### src/rtl/encoder83_pkg.sv
// Shared widths, typedefs and constants for the 8-to-3 priority encoder.
package encoder83_pkg;
  localparam int ENC_IN_W  = 8;
  localparam int ENC_OUT_W = 3;

  typedef logic [ENC_IN_W-1:0]  enc_in_t;
  typedef logic [ENC_OUT_W-1:0] enc_idx_t;

  localparam enc_idx_t ENC_IDX_NONE = 3'd0;
endpackage

### src/rtl/encoder_83_if.sv
// Request/response bundle of encoder_83; the master drives requests, the encoder answers.
interface encoder_83_if;
  import encoder83_pkg::*;

  logic     iEn;
  enc_in_t  iData;
  enc_idx_t oData;
  logic     oValid;
  logic     oMulti;

  modport master (output iEn, output iData, input oData, input oValid, input oMulti);
  modport slave  (input iEn, input iData, output oData, output oValid, output oMulti);
endinterface

### src/rtl/encoder83_core.sv
// Combinational priority encoder: index of highest set bit, any-set flag and,
// with ENCODER83_MULTI_DETECT_EN defined, a two-or-more-bits-set flag.
module encoder83_core
  import encoder83_pkg::*;
(
  input  enc_in_t  data_i,
  output enc_idx_t idx_o,
`ifdef ENCODER83_MULTI_DETECT_EN
  output logic     multi_o,
`endif
  output logic     valid_o
);

  // Ascending scan so the highest set bit is the last to write idx.
  always_comb begin
    idx_o = ENC_IDX_NONE;
    for (int i = 0; i < ENC_IN_W; i++) begin
      if (data_i[i]) idx_o = i[ENC_OUT_W-1:0];
    end
  end

  assign valid_o = |data_i;

`ifdef ENCODER83_MULTI_DETECT_EN
  assign multi_o = ($countones(data_i) >= 2);
`endif

endmodule

### src/rtl/encoder_83.sv
// Registered 8-to-3 priority encoder; outputs update on enabled edges only.
// Optional multi-hot detection is compiled in with ENCODER83_MULTI_DETECT_EN.
module encoder_83
  import encoder83_pkg::*;
(
  input logic         iClk,
  input logic         iRst_n,
  encoder_83_if.slave bus
);

  enc_idx_t idx;
  logic     valid;
  enc_idx_t data_d, data_q;
  logic     valid_d, valid_q;

`ifdef ENCODER83_MULTI_DETECT_EN
  logic     multi;
  logic     multi_d, multi_q;

  encoder83_core u_core (
    .data_i  (bus.iData),
    .idx_o   (idx),
    .multi_o (multi),
    .valid_o (valid)
  );
`else
  encoder83_core u_core (
    .data_i  (bus.iData),
    .idx_o   (idx),
    .valid_o (valid)
  );
`endif

  always_comb begin
    data_d  = data_q;
    valid_d = valid_q;
    if (bus.iEn) begin
      data_d  = idx;
      valid_d = valid;
    end
  end

  always_ff @(posedge iClk or negedge iRst_n) begin
    if (!iRst_n) begin
      data_q  <= ENC_IDX_NONE;
      valid_q <= 1'b0;
    end else begin
      data_q  <= data_d;
      valid_q <= valid_d;
    end
  end

`ifdef ENCODER83_MULTI_DETECT_EN
  always_comb begin
    multi_d = multi_q;
    if (bus.iEn) multi_d = multi;
  end

  always_ff @(posedge iClk or negedge iRst_n) begin
    if (!iRst_n) multi_q <= 1'b0;
    else         multi_q <= multi_d;
  end

  assign bus.oMulti = multi_q;
`else
  assign bus.oMulti = 1'b0;
`endif

  assign bus.oData  = data_q;
  assign bus.oValid = valid_q;

endmodule

### src/flat_wrapper.sv
// flat-port wrapper written by rule: the top's interface ports become plain ports
module encoder_83_flat import encoder83_pkg::*;
  (iClk, iRst_n, bus_iEn, bus_iData, bus_oData, bus_oValid, bus_oMulti);
  encoder_83_if bus_i ();
  input logic iClk;
  input logic iRst_n;
  input wire logic [$bits(bus_i.iEn)-1:0] bus_iEn;
  input wire logic [$bits(bus_i.iData)-1:0] bus_iData;
  output wire logic [$bits(bus_i.oData)-1:0] bus_oData;
  output wire logic [$bits(bus_i.oValid)-1:0] bus_oValid;
  output wire logic [$bits(bus_i.oMulti)-1:0] bus_oMulti;
  assign bus_i.iEn = bus_iEn;
  assign bus_i.iData = bus_iData;
  assign bus_oData = bus_i.oData;
  assign bus_oValid = bus_i.oValid;
  assign bus_oMulti = bus_i.oMulti;
  encoder_83 u_core (.iClk(iClk), .iRst_n(iRst_n), .bus(bus_i));
endmodule
### config.mk
export PLATFORM = sky130hd
export DESIGN_NAME = encoder_83_flat
export DESIGN_NICKNAME = d
export VERILOG_FILES = /design/src/rtl/encoder83_pkg.sv /design/src/rtl/encoder_83_if.sv /design/src/rtl/encoder83_core.sv /design/src/rtl/encoder_83.sv /design/src/flat_wrapper.sv
export SDC_FILE = /design/constraint.sdc
export NUM_CORES = 1
export LEC_CHECK = 0
export BUFFER_PORTS_ARGS = -buffer_cell sky130_fd_sc_hd__buf_2
export CORE_AREA = 2 2 39 41
export CTS_BUF_LIST = sky130_fd_sc_hd__clkbuf_2 sky130_fd_sc_hd__clkbuf_4 sky130_fd_sc_hd__clkbuf_8
export DETAILED_ROUTE_END_ITERATION = 16
export DIE_AREA = 0 0 41 43
export GPL_TIMING_DRIVEN = 1
export MAX_ROUTING_LAYER = met4
export PLACE_DENSITY_LB_ADDON = 0.25
export SYNTH_ARGS = -nofsm -noshare
export SYNTH_HDL_FRONTEND = slang
export SYNTH_SLANG_ARGS = --single-unit
### constraint.sdc
create_clock -name iClk -period 0.8 [get_ports iClk]
set_input_delay 0.08 -clock iClk [delete_from_list [all_inputs] [get_ports iClk]]
set_output_delay 0.08 -clock iClk [all_outputs]
set_load 0.005 [all_outputs]
==> flow_summary_export.csv <==
group,metric,value,unit
sta,post_route_fraction_of_the_period_consumed_by_the_critical_path,99.9,%
floorplan,dieArea,1760,sq um
setup_path,worst_setup_path_startpoint,"u_core.bus.oValid",
global_routing,largest_net_degree_at_the_start_of_global_routing,9,
global_routing,grt_pass1_vias,200,
setup_path,worst-path-max-fanout,2,
layout,antenna_diode_count,0,
power_and_ir_drop,max-vdd-ir-drop,0.465,mV
clock_tree,clock_tree.buffer_depth,2,
setup_path,crit_path_end_kind,"output pin",
synthesis,ys_seq_area_share,48.5,%
power_and_ir_drop,cellLeakagePower,0.000168,uW
power_and_ir_drop,fin_total_pwr,563,uW
layout,num-nets-final,59,
global_routing,combined_global_route_utilization_of_all_metal_layers,6.80,%
clock_tree,cts_sinks,4,
drt,via_count,237,
clock_tree,h-tree-depth,1,
synthesis,yosys_register_bits,4,
floorplan,core_area,1380,sq um
layout,final_common_cell,"sky130_fd_sc_hd__buf_2",
layout,syn_to_final_growth,73.3,%
floorplan,die_height,43,um
min_path,holdCritPathClass,"input pin to flip-flop",
sta,period_minus_slack,0.800,ns
outcome,status,"finished clean",
synthesis,syn_inst,25,
setup_path,crit_path_start_kind,"flip-flop",
setup_path,cp_data_arrival_time,0.72,ns
place,gpl.final_weighted_congestion,0.649,
setup_path,worst_r2r_startpoint,"u_core.bus.oValid",
synthesis,net_count_synth,36,
sta,setup_ws,0.000467,ns
sta,finalSetupViolations,0,
drt,ant_nets,0,
layout,drive_above_1_share,50.0,%
clock_tree,path_clk_slew,0.04,ns
sta,hold_viol,0,
synthesis,yosys_warnings,0,
drt,drc_errors,0,
synthesis,netlist_area_before_placement,206,sq um
run,max_cap_violations,0,
sta,clock-skew-final,0,ns
setup_path,worst-endpoint-required,0.72,ns
floorplan,die_width,41,um
setup_path,cp_slowest_stage_delay,0.36,ns
place,place.port_buffers,14,
layout,post_route_utilization,25.9,%
synthesis,library_cells_used_by_synthesis,12,
place,dp_hpwl,411,um
power_and_ir_drop,pwr_density_cell,1570,nW/um^2
sta,rsz0062_at_grt,"true",
setup_path,critPathTopFamily,"flip-flops",
layout,most-common-layout-cells,"14 x sky130_fd_sc_hd__buf_2, 6 x sky130_fd_sc_hd__nor2_1, 5 x sky130_fd_sc_hd__buf_4",
global_routing,grt_antenna_before_repair,0,
sta,drv_slew,0,
global_routing,grt-ovfl-total,0,
drt,avgRoutedWirePerCell,8.00,um
floorplan,starting_density_of_the_core,14.9,%
global_routing,grt_first_pass_wirelength,731,um
clock_tree,clock_tree_from_tritoncts,"built",
drt,detailedRoute.firstIterationViolations,10,
floorplan,top_level_ports,16,
min_path,worst_hold_startpoint,"bus_iEn",
drt,avgViaCountPerCell,3.82,
drt,firstDrtPassIters,4,
clock_tree,tritoncts.num_buffers,3,
floorplan,rows,14,
synthesis,synthesized_area_per_cell,8.26,sq um
setup_path,critical_path.n_buffers_inverters,1,
clock_tree,clk_root_buffer_cell,"sky130_fd_sc_hd__clkbuf_4",
clock_tree,clock_insertion_delay_worst_skew,0.23,ns
drt,routed_wl,496,um
setup_path,crit_path_cell_trace,"buf_2",
sta,fmaxAchievable,1.25,GHz
place,place_worst_setup_slack,-0.0562,ns
setup_path,critical_path_class,"flip-flop to output pin",
setup_path,critical_path.slowest_cell,"sky130_fd_sc_hd__dfrtp_1",
worst paths after layout:
kind,slack (ns),cells past startpoint,to
max reg2reg,0.06,3,u_core.bus.oValid
min reg2reg,0.51,2,u_core.bus.oData[2]
min in group asynchronous,0.18,2,u_core.bus.oData[2]
min,0.13,2,u_core.bus.oData[2]
max,0.0005,1,bus_oValid
max in group asynchronous,0.50,2,u_core.bus.oData[1]
routing by layer:
metal | vias up | global-route usage (%) | routed length, um
met5 | - | - | 0
met4 | 0 | 8.00 | 0
met3 | 0 | 2.09 | 70
met2 | 15 | 7.19 | 169
met1 | 95 | 8.71 | 257
li1 | 127 | - | -
registers in the layout (all words and copies together), names as in the netlist:
name	cells
u_core.bus.oData	3
u_core.bus.oValid	1
cell type report:
| class | instances | area (sq um) |
|---|---|---|
| Tap cell | 16 | 20.0 |
| Inverter | 2 | 7.51 |
| Timing Repair Buffer | 20 | 118 |
| Sequential cell | 4 | 100 |
| Multi-Input combinational cell | 17 | 90.1 |
| Fill cell | 156 | 1030 |
| Clock buffer | 3 | 22.5 |
synth_stat cells, drive strengths merged:
cell type  count  share of area [%]
a21oi          1                2.4
a221o          1                4.8
a31oi          3                9.1
buf            1                3.6
clkbuf         1                1.8
conb           1                1.8
dfrtp          4                 48
inv            2                3.6
nand2b         1                3.0
nor2           7                 13
nor4           2                6.1
o21ai          1                2.4
repair_timing:
action,CTS,global route
endpoints found under the hold margin,4,0
hold buffers,1,0
endpoints found under the setup margin,4,5
buffers inserted,3,0
resized for setup,0,1
pin swaps,0,1
cells by family after synthesis:
kind of cell    Yosys count  synth area share, %
compound gates            6                 18.8
buf+inv                   4                 9.09
flops                     4                 48.5
other cells               1                 1.82
simple gates             10                 21.8
power breakdown:
group / internal (uW) / switching, uW
sequential: 214 / 4.77
combinational: 56.8 / 44.4
clock: 167 / 75.6
total: 439 / 125
metrics by stage:
step | instances | instance area, sq um | setup TNS, ns | hold slack (ns)
after CTS | 62 | 355 | -0.0630 | 0.109
after global placement | 55 | 300 | -0.222 | -0.111
after detailed placement | 55 | 300 | -0.114 | -0.111
after floorplan | 25 | 206 | 0 | -0.216
after global routing | 62 | 358 | -0.147 | 0.148
final | 62 | 358 | 0 | 0.132
(Power assumes the default switching activity.)
